[src/rtl/jtag_tap_ctrl_if.sv]
// jtag_tap_ctrl_if: signal bundle between the TAP controller and its
// surroundings (test driver, scan cells, instruction register).
//   slave  : the TAP controller side. It consumes TMS and the two serial
//            returns, and produces state, the strobes, TDO and tdo_en.
//   master : the driver/environment side, with the directions mirrored.
interface jtag_tap_ctrl_if;
  logic       TMS;
  logic       dr_tdo;
  logic       ir_tdo;
  logic [3:0] state;
  logic       clockdr;
  logic       shiftdr;
  logic       updatedr;
  logic       clockir;
  logic       shiftir;
  logic       updateir;
  logic       tlr;
  logic       TDO;
  logic       tdo_en;

  modport master (
    output TMS, dr_tdo, ir_tdo,
    input  state, clockdr, shiftdr, updatedr, clockir, shiftir, updateir,
           tlr, TDO, tdo_en
  );

  modport slave (
    input  TMS, dr_tdo, ir_tdo,
    output state, clockdr, shiftdr, updatedr, clockir, shiftir, updateir,
           tlr, TDO, tdo_en
  );
endinterface

[src/rtl/jtag_tap_ctrl.sv]
// jtag_tap_ctrl: IEEE 1149.1-style 16-state TAP controller.
// Ports:
//   TCK  : clock, all state updates on the rising edge
//   TRST : synchronous active-high reset, forces Test-Logic-Reset
//   bus  : jtag_tap_ctrl_if.slave
//          in : TMS, dr_tdo, ir_tdo
//          out: state (4b), clockdr, shiftdr, updatedr, clockir, shiftir,
//               updateir, tlr (Moore decodes of state), TDO, tdo_en (registered)
module jtag_tap_ctrl (
  input  logic              TCK,
  input  logic              TRST,
  jtag_tap_ctrl_if.slave    bus
);

  typedef enum logic [3:0] {
    TLR     = 4'hF,
    RTI     = 4'hC,
    SEL_DR  = 4'h7,
    CAP_DR  = 4'h6,
    SH_DR   = 4'h2,
    EX1_DR  = 4'h1,
    PAU_DR  = 4'h3,
    EX2_DR  = 4'h0,
    UPD_DR  = 4'h5,
    SEL_IR  = 4'h4,
    CAP_IR  = 4'hE,
    SH_IR   = 4'hA,
    EX1_IR  = 4'h9,
    PAU_IR  = 4'hB,
    EX2_IR  = 4'h8,
    UPD_IR  = 4'hD
  } state_e;

  state_e state_q, state_d;
  logic   tdo_q, tdo_d;
  logic   tdo_en_q, tdo_en_d;

  always_ff @(posedge TCK) begin
    if (TRST) begin
      state_q  <= TLR;
      tdo_q    <= 1'b0;
      tdo_en_q <= 1'b0;
    end else begin
      state_q  <= state_d;
      tdo_q    <= tdo_d;
      tdo_en_q <= tdo_en_d;
    end
  end

  always_comb begin
    state_d = TLR;
    case (state_q)
      TLR:     state_d = bus.TMS ? TLR    : RTI;
      RTI:     state_d = bus.TMS ? SEL_DR : RTI;
      SEL_DR:  state_d = bus.TMS ? SEL_IR : CAP_DR;
      CAP_DR:  state_d = bus.TMS ? EX1_DR : SH_DR;
      SH_DR:   state_d = bus.TMS ? EX1_DR : SH_DR;
      EX1_DR:  state_d = bus.TMS ? UPD_DR : PAU_DR;
      PAU_DR:  state_d = bus.TMS ? EX2_DR : PAU_DR;
      EX2_DR:  state_d = bus.TMS ? UPD_DR : SH_DR;
      UPD_DR:  state_d = bus.TMS ? SEL_DR : RTI;
      SEL_IR:  state_d = bus.TMS ? TLR    : CAP_IR;
      CAP_IR:  state_d = bus.TMS ? EX1_IR : SH_IR;
      SH_IR:   state_d = bus.TMS ? EX1_IR : SH_IR;
      EX1_IR:  state_d = bus.TMS ? UPD_IR : PAU_IR;
      PAU_IR:  state_d = bus.TMS ? EX2_IR : PAU_IR;
      EX2_IR:  state_d = bus.TMS ? UPD_IR : SH_IR;
      UPD_IR:  state_d = bus.TMS ? SEL_DR : RTI;
      // All 16 codes are named; this only catches X/corruption.
      default: state_d = TLR;
    endcase
  end

  // TDO captures the serial return of whichever chain is shifting in the
  // current cycle and otherwise holds, so Pause states freeze it.
  always_comb begin
    tdo_d    = tdo_q;
    tdo_en_d = 1'b0;
    if (state_q == SH_DR) begin
      tdo_d    = bus.dr_tdo;
      tdo_en_d = 1'b1;
    end else if (state_q == SH_IR) begin
      tdo_d    = bus.ir_tdo;
      tdo_en_d = 1'b1;
    end
  end

  // Strobes depend on state_q alone, so they cannot glitch with TMS.
  assign bus.state    = state_q;
  assign bus.clockdr  = (state_q == CAP_DR) || (state_q == SH_DR);
  assign bus.shiftdr  = (state_q == SH_DR);
  assign bus.updatedr = (state_q == UPD_DR);
  assign bus.clockir  = (state_q == CAP_IR) || (state_q == SH_IR);
  assign bus.shiftir  = (state_q == SH_IR);
  assign bus.updateir = (state_q == UPD_IR);
  assign bus.tlr      = (state_q == TLR);
  assign bus.TDO      = tdo_q;
  assign bus.tdo_en   = tdo_en_q;

endmodule

[src/flat_wrapper.sv]
// flat-port wrapper written by rule: the top's interface ports become plain ports
module jtag_tap_ctrl_flat 
  (TCK, TRST, bus_TMS, bus_dr_tdo, bus_ir_tdo, bus_state, bus_clockdr, bus_shiftdr, bus_updatedr, bus_clockir, bus_shiftir, bus_updateir, bus_tlr, bus_TDO, bus_tdo_en);
  jtag_tap_ctrl_if bus_i ();
  input  logic TCK;
  input  logic TRST;
  input wire logic [$bits(bus_i.TMS)-1:0] bus_TMS;
  input wire logic [$bits(bus_i.dr_tdo)-1:0] bus_dr_tdo;
  input wire logic [$bits(bus_i.ir_tdo)-1:0] bus_ir_tdo;
  output wire logic [$bits(bus_i.state)-1:0] bus_state;
  output wire logic [$bits(bus_i.clockdr)-1:0] bus_clockdr;
  output wire logic [$bits(bus_i.shiftdr)-1:0] bus_shiftdr;
  output wire logic [$bits(bus_i.updatedr)-1:0] bus_updatedr;
  output wire logic [$bits(bus_i.clockir)-1:0] bus_clockir;
  output wire logic [$bits(bus_i.shiftir)-1:0] bus_shiftir;
  output wire logic [$bits(bus_i.updateir)-1:0] bus_updateir;
  output wire logic [$bits(bus_i.tlr)-1:0] bus_tlr;
  output wire logic [$bits(bus_i.TDO)-1:0] bus_TDO;
  output wire logic [$bits(bus_i.tdo_en)-1:0] bus_tdo_en;
  assign bus_i.TMS = bus_TMS;
  assign bus_i.dr_tdo = bus_dr_tdo;
  assign bus_i.ir_tdo = bus_ir_tdo;
  assign bus_state = bus_i.state;
  assign bus_clockdr = bus_i.clockdr;
  assign bus_shiftdr = bus_i.shiftdr;
  assign bus_updatedr = bus_i.updatedr;
  assign bus_clockir = bus_i.clockir;
  assign bus_shiftir = bus_i.shiftir;
  assign bus_updateir = bus_i.updateir;
  assign bus_tlr = bus_i.tlr;
  assign bus_TDO = bus_i.TDO;
  assign bus_tdo_en = bus_i.tdo_en;
  jtag_tap_ctrl u_core (.TCK(TCK), .TRST(TRST), .bus(bus_i));
endmodule
[config.mk]
export PLATFORM = sky130hd
export DESIGN_NAME = jtag_tap_ctrl_flat
export DESIGN_NICKNAME = d
export VERILOG_FILES = /design/src/rtl/jtag_tap_ctrl_if.sv /design/src/rtl/jtag_tap_ctrl.sv /design/src/flat_wrapper.sv
export SDC_FILE = /design/constraint.sdc
export NUM_CORES = 1
export LEC_CHECK = 0
export CAP_MARGIN = 20
export CELL_PAD_IN_SITES_DETAIL_PLACEMENT = 1
export CELL_PAD_IN_SITES_GLOBAL_PLACEMENT = 1
export CORE_MARGIN = 1.5
export CORE_UTILIZATION = 25
export CTS_CLUSTER_SIZE = 12
export DETAILED_ROUTE_END_ITERATION = 8
export PLACE_DENSITY = 0.82
export SETUP_SLACK_MARGIN = 0.1
export SLEW_MARGIN = 0
export SYNTH_ARGS = -nofsm -noshare
export SYNTH_HDL_FRONTEND = slang
export SYNTH_SLANG_ARGS = --single-unit
[constraint.sdc]
create_clock -name TCK -period 1.5 [get_ports TCK]
set_input_delay 0.3 -clock TCK [delete_from_list [all_inputs] [get_ports TCK]]
set_output_delay 0.3 -clock TCK [all_outputs]
set_load 0.05 [all_outputs]
==> reports/qor.yml, run 1 <==
worst_pin_slew_ns: 0.2845
syn_area_per_cell_um2: 7.934
crit_fanout: 6
synth_nets: 49
slowest_delay_ns: 0.36
grt_use_met2: 0.4246
rr_worst_depth: 9
cp.depth: 4
pre_cts_slack_ns: -0.1342
grt_remaining_overflow: 0
clock_latency_ns: 0.27
path_class: "flop to output pin"
drv_slew: 0
place_congestion: 0.7433
rsz0062_at_grt: "true"
synth.most_common_cell: "nor2_1"
crit_family: "simple AND/OR/NAND/NOR gates"
power_mw: 0.9098
ys_ff_latch: 6
core-area_um2: 1301
wl_per_cell_um: 20.91
gr-max-usage-layer: "met2"
yosys-top-cells-area: "dfxtp_1 34%, nor2_1 7.5%, nor3b_1 6.5%"
drive_gt1_frac: 0.6941
wl_mm: 2.091
start_util: 0.2683
min_period_ns: 1.561
ioPinCount: 18
dp_hpwl_um: 888.6
synth_top_area_share: 0.3441
setup_ws_ns: -0.06056
crit_slowest_cell: "dfxtp_4"
yosys.cell_types.count: 21
drtPass1Iterations: 4
final.period_utilization: 1.040
syn-cell-area_um2: 349.1
grt_pass1_wl_mm: 2.587
clkSinkCount: 6
max_cap_violations: 0
yosys.area.top_type: "dfxtp_1"
hold_slack_ns: 0.4765
portBuffers: 17
cp-start-kind: "flop"
die_w_um: 40.37
critPathLaunch: "u_core.bus.state[0]$_SDFF_PP1_"
violations: "negative setup slack"
syn_to_final_growth_pct: 176.0
irDropWorstVdd_v: 0.0005291
power_frac_comb: 0.565
die_y_um: 40.37
cp_cell_sequence: "and2b_2, nand2b_4, nor2_4, buf_12"
cts_max_level: 1
grt_usage: 0.2599
setup_tns_ns: -0.1080
skew_ns: 0.003030
crit_arrival_ns: 1.26
drc: 0
grt_util_met1: 0.2918
viasPerCell: 5.140
numCtsBuffers: 3
ys_seq_area_frac: 0.3441
clk_pin_slew_ns: 0.06
switching_power_mw: 0.3767
r2r-end: "u_core.bus.tdo_en$_SDFF_PP0_"
pwr-share-seq: 0.229
vias: 514
hold_violations: 0
clock_path_buffers: 2
synthCells: 44
grt_pass1_vias: 525
place_area_um2: 743.2
synth-main-ff-cell: "dfxtp_1"
antenna_found_initial: 0
yosysWarnings: 0
synth_edf_count: 0
crit_buf_inv: 1
clock.fmax_mhz: 640.8
ctsHoldBuffers: 0
reg2reg_from: "u_core.bus.state[0]$_SDFF_PP1_"
cp_data_required_time_ns: 1.20
synth_common_cells: "7 x nor2_1, 6 x dfxtp_1, 4 x a21oi_1, 4 x nand2_1"
power_density_nw_per_um2: 944.3
status: "finished, violations left"
fin_area_um2: 963.4
setup_viol_count_final: 4
fin_nets: 91
fp.dieArea_um2: 1629
diodes: 0
row_count: 13
p_int_mw: 0.5330
relSlewSlack: 0.8099
p_leak_nw: 0.4447
crit_path_end: "bus_shiftdr"
cts_tree: "built"
hold_class: "input pin to flop"
use_met3: 0.1167
p_sw_frac: 0.4141
async_flop_share: 0
grt_max_degree: 9
worstSetupEndpointType: "output pin"
cts-root-buf: "clkbuf_4"
drtAntennaViolNets: 0
dr.first_iter.drc_count: 11
rrSetupSlack_ns: 0.01
clkPwrFrac: 0.206
-- stage by stage --
stage,util,cells
after detailed placement,0.5712,78
final,0.7404,100
after global placement,0.5712,78
after floorplan,-,44
after global routing,0.7404,100
after CTS,0.7173,98
-- metal layers --
metal | vias up | share of wire
met1 | 257 | 0.42
li1 | 232 | -
met2 | 16 | 0.51
met4 | 0 | 0.032
met3 | 9 | 0.037
met5 | - | 0
-- cell families after synthesis --
logic type | after synthesis | synth area share
compound gates | 9 | 0.1721
simple gates | 24 | 0.3764
mux | 1 | 0.02867
flops | 6 | 0.3441
buf+inv | 4 | 0.07883
-- power groups by stage --
stage          Clock [mW]  Combinational, mW  Sequential (mW)
3_3_place_gp            0              0.372            0.226
6_report            0.188              0.514            0.208
3_5_place_dp            0              0.380            0.228
2_1_floorplan           0              0.188            0.244
5_1_grt             0.196              0.528            0.210
4_1_cts             0.178              0.478            0.205
-- cell usage in the layout (no fill, tap or decap), drive strengths merged --
cell and n:
and2b 1, or3b 1, a211o 2, nand2 4, inv 1, dfxtp 6, nor2 7, a211oi 1
nand2b 3, nor3b 3, nand3 1, o21bai 1, buf 36, or2b 1, a21oi 4, or4 1
mux2i 1, and2 2, clkbuf 4, o21a 1, clkdlybuf4s50 3, dlymetal6s2s 1
-- cell type report --
class	count	area (µm²)
Fill cell	119	337.8
Inverter	1	3.754
Tap cell	15	18.77
Sequential cell	6	135.1
Timing Repair Buffer	40	494.2
Clock buffer	4	26.28
Multi-Input combinational cell	34	285.3
-- flip-flops by register name, summed over array words and instances (netlist names) --
| signal | cells |
|---|---|
| u_core.bus.state | 4 |
| u_core.bus.tdo_en | 1 |
| u_core.bus.TDO | 1 |
-- worst min path at each step --
stage	start	endpoint	cells after the start
detailed placement	u_core.bus.TDO$_SDFFE_PP0P_	u_core.bus.TDO$_SDFFE_PP0P_	2
finish	bus_TMS	u_core.bus.state[0]$_SDFF_PP1_	3
floorplan	TRST	u_core.bus.tdo_en$_SDFF_PP0_	1
CTS	u_core.bus.TDO$_SDFFE_PP0P_	u_core.bus.TDO$_SDFFE_PP0P_	2
global placement	u_core.bus.TDO$_SDFFE_PP0P_	u_core.bus.TDO$_SDFFE_PP0P_	2
global route	bus_TMS	u_core.bus.state[0]$_SDFF_PP1_	3
-- timing repair --
item | in CTS | in global routing
setup endpoints to repair | 7 | 9
gates resized for setup | 12 | 4
pin swaps | 5 | 4
buffers inserted | 16 | 2
-- tightest hold or removal path, stage by stage --
cell	delay [ns]
dlymetal6s2s_1	0.16
buf_4	0.16
a211o_1	0.10
(Power assumes the default switching activity.)
==> run 2, diff against run 1 <==
CTS_CLUSTER_DIAMETER = 150   (was not set)
==> results of run 2 <==
Same layout as run 1: the final DEF is identical, and so are final timing and power.
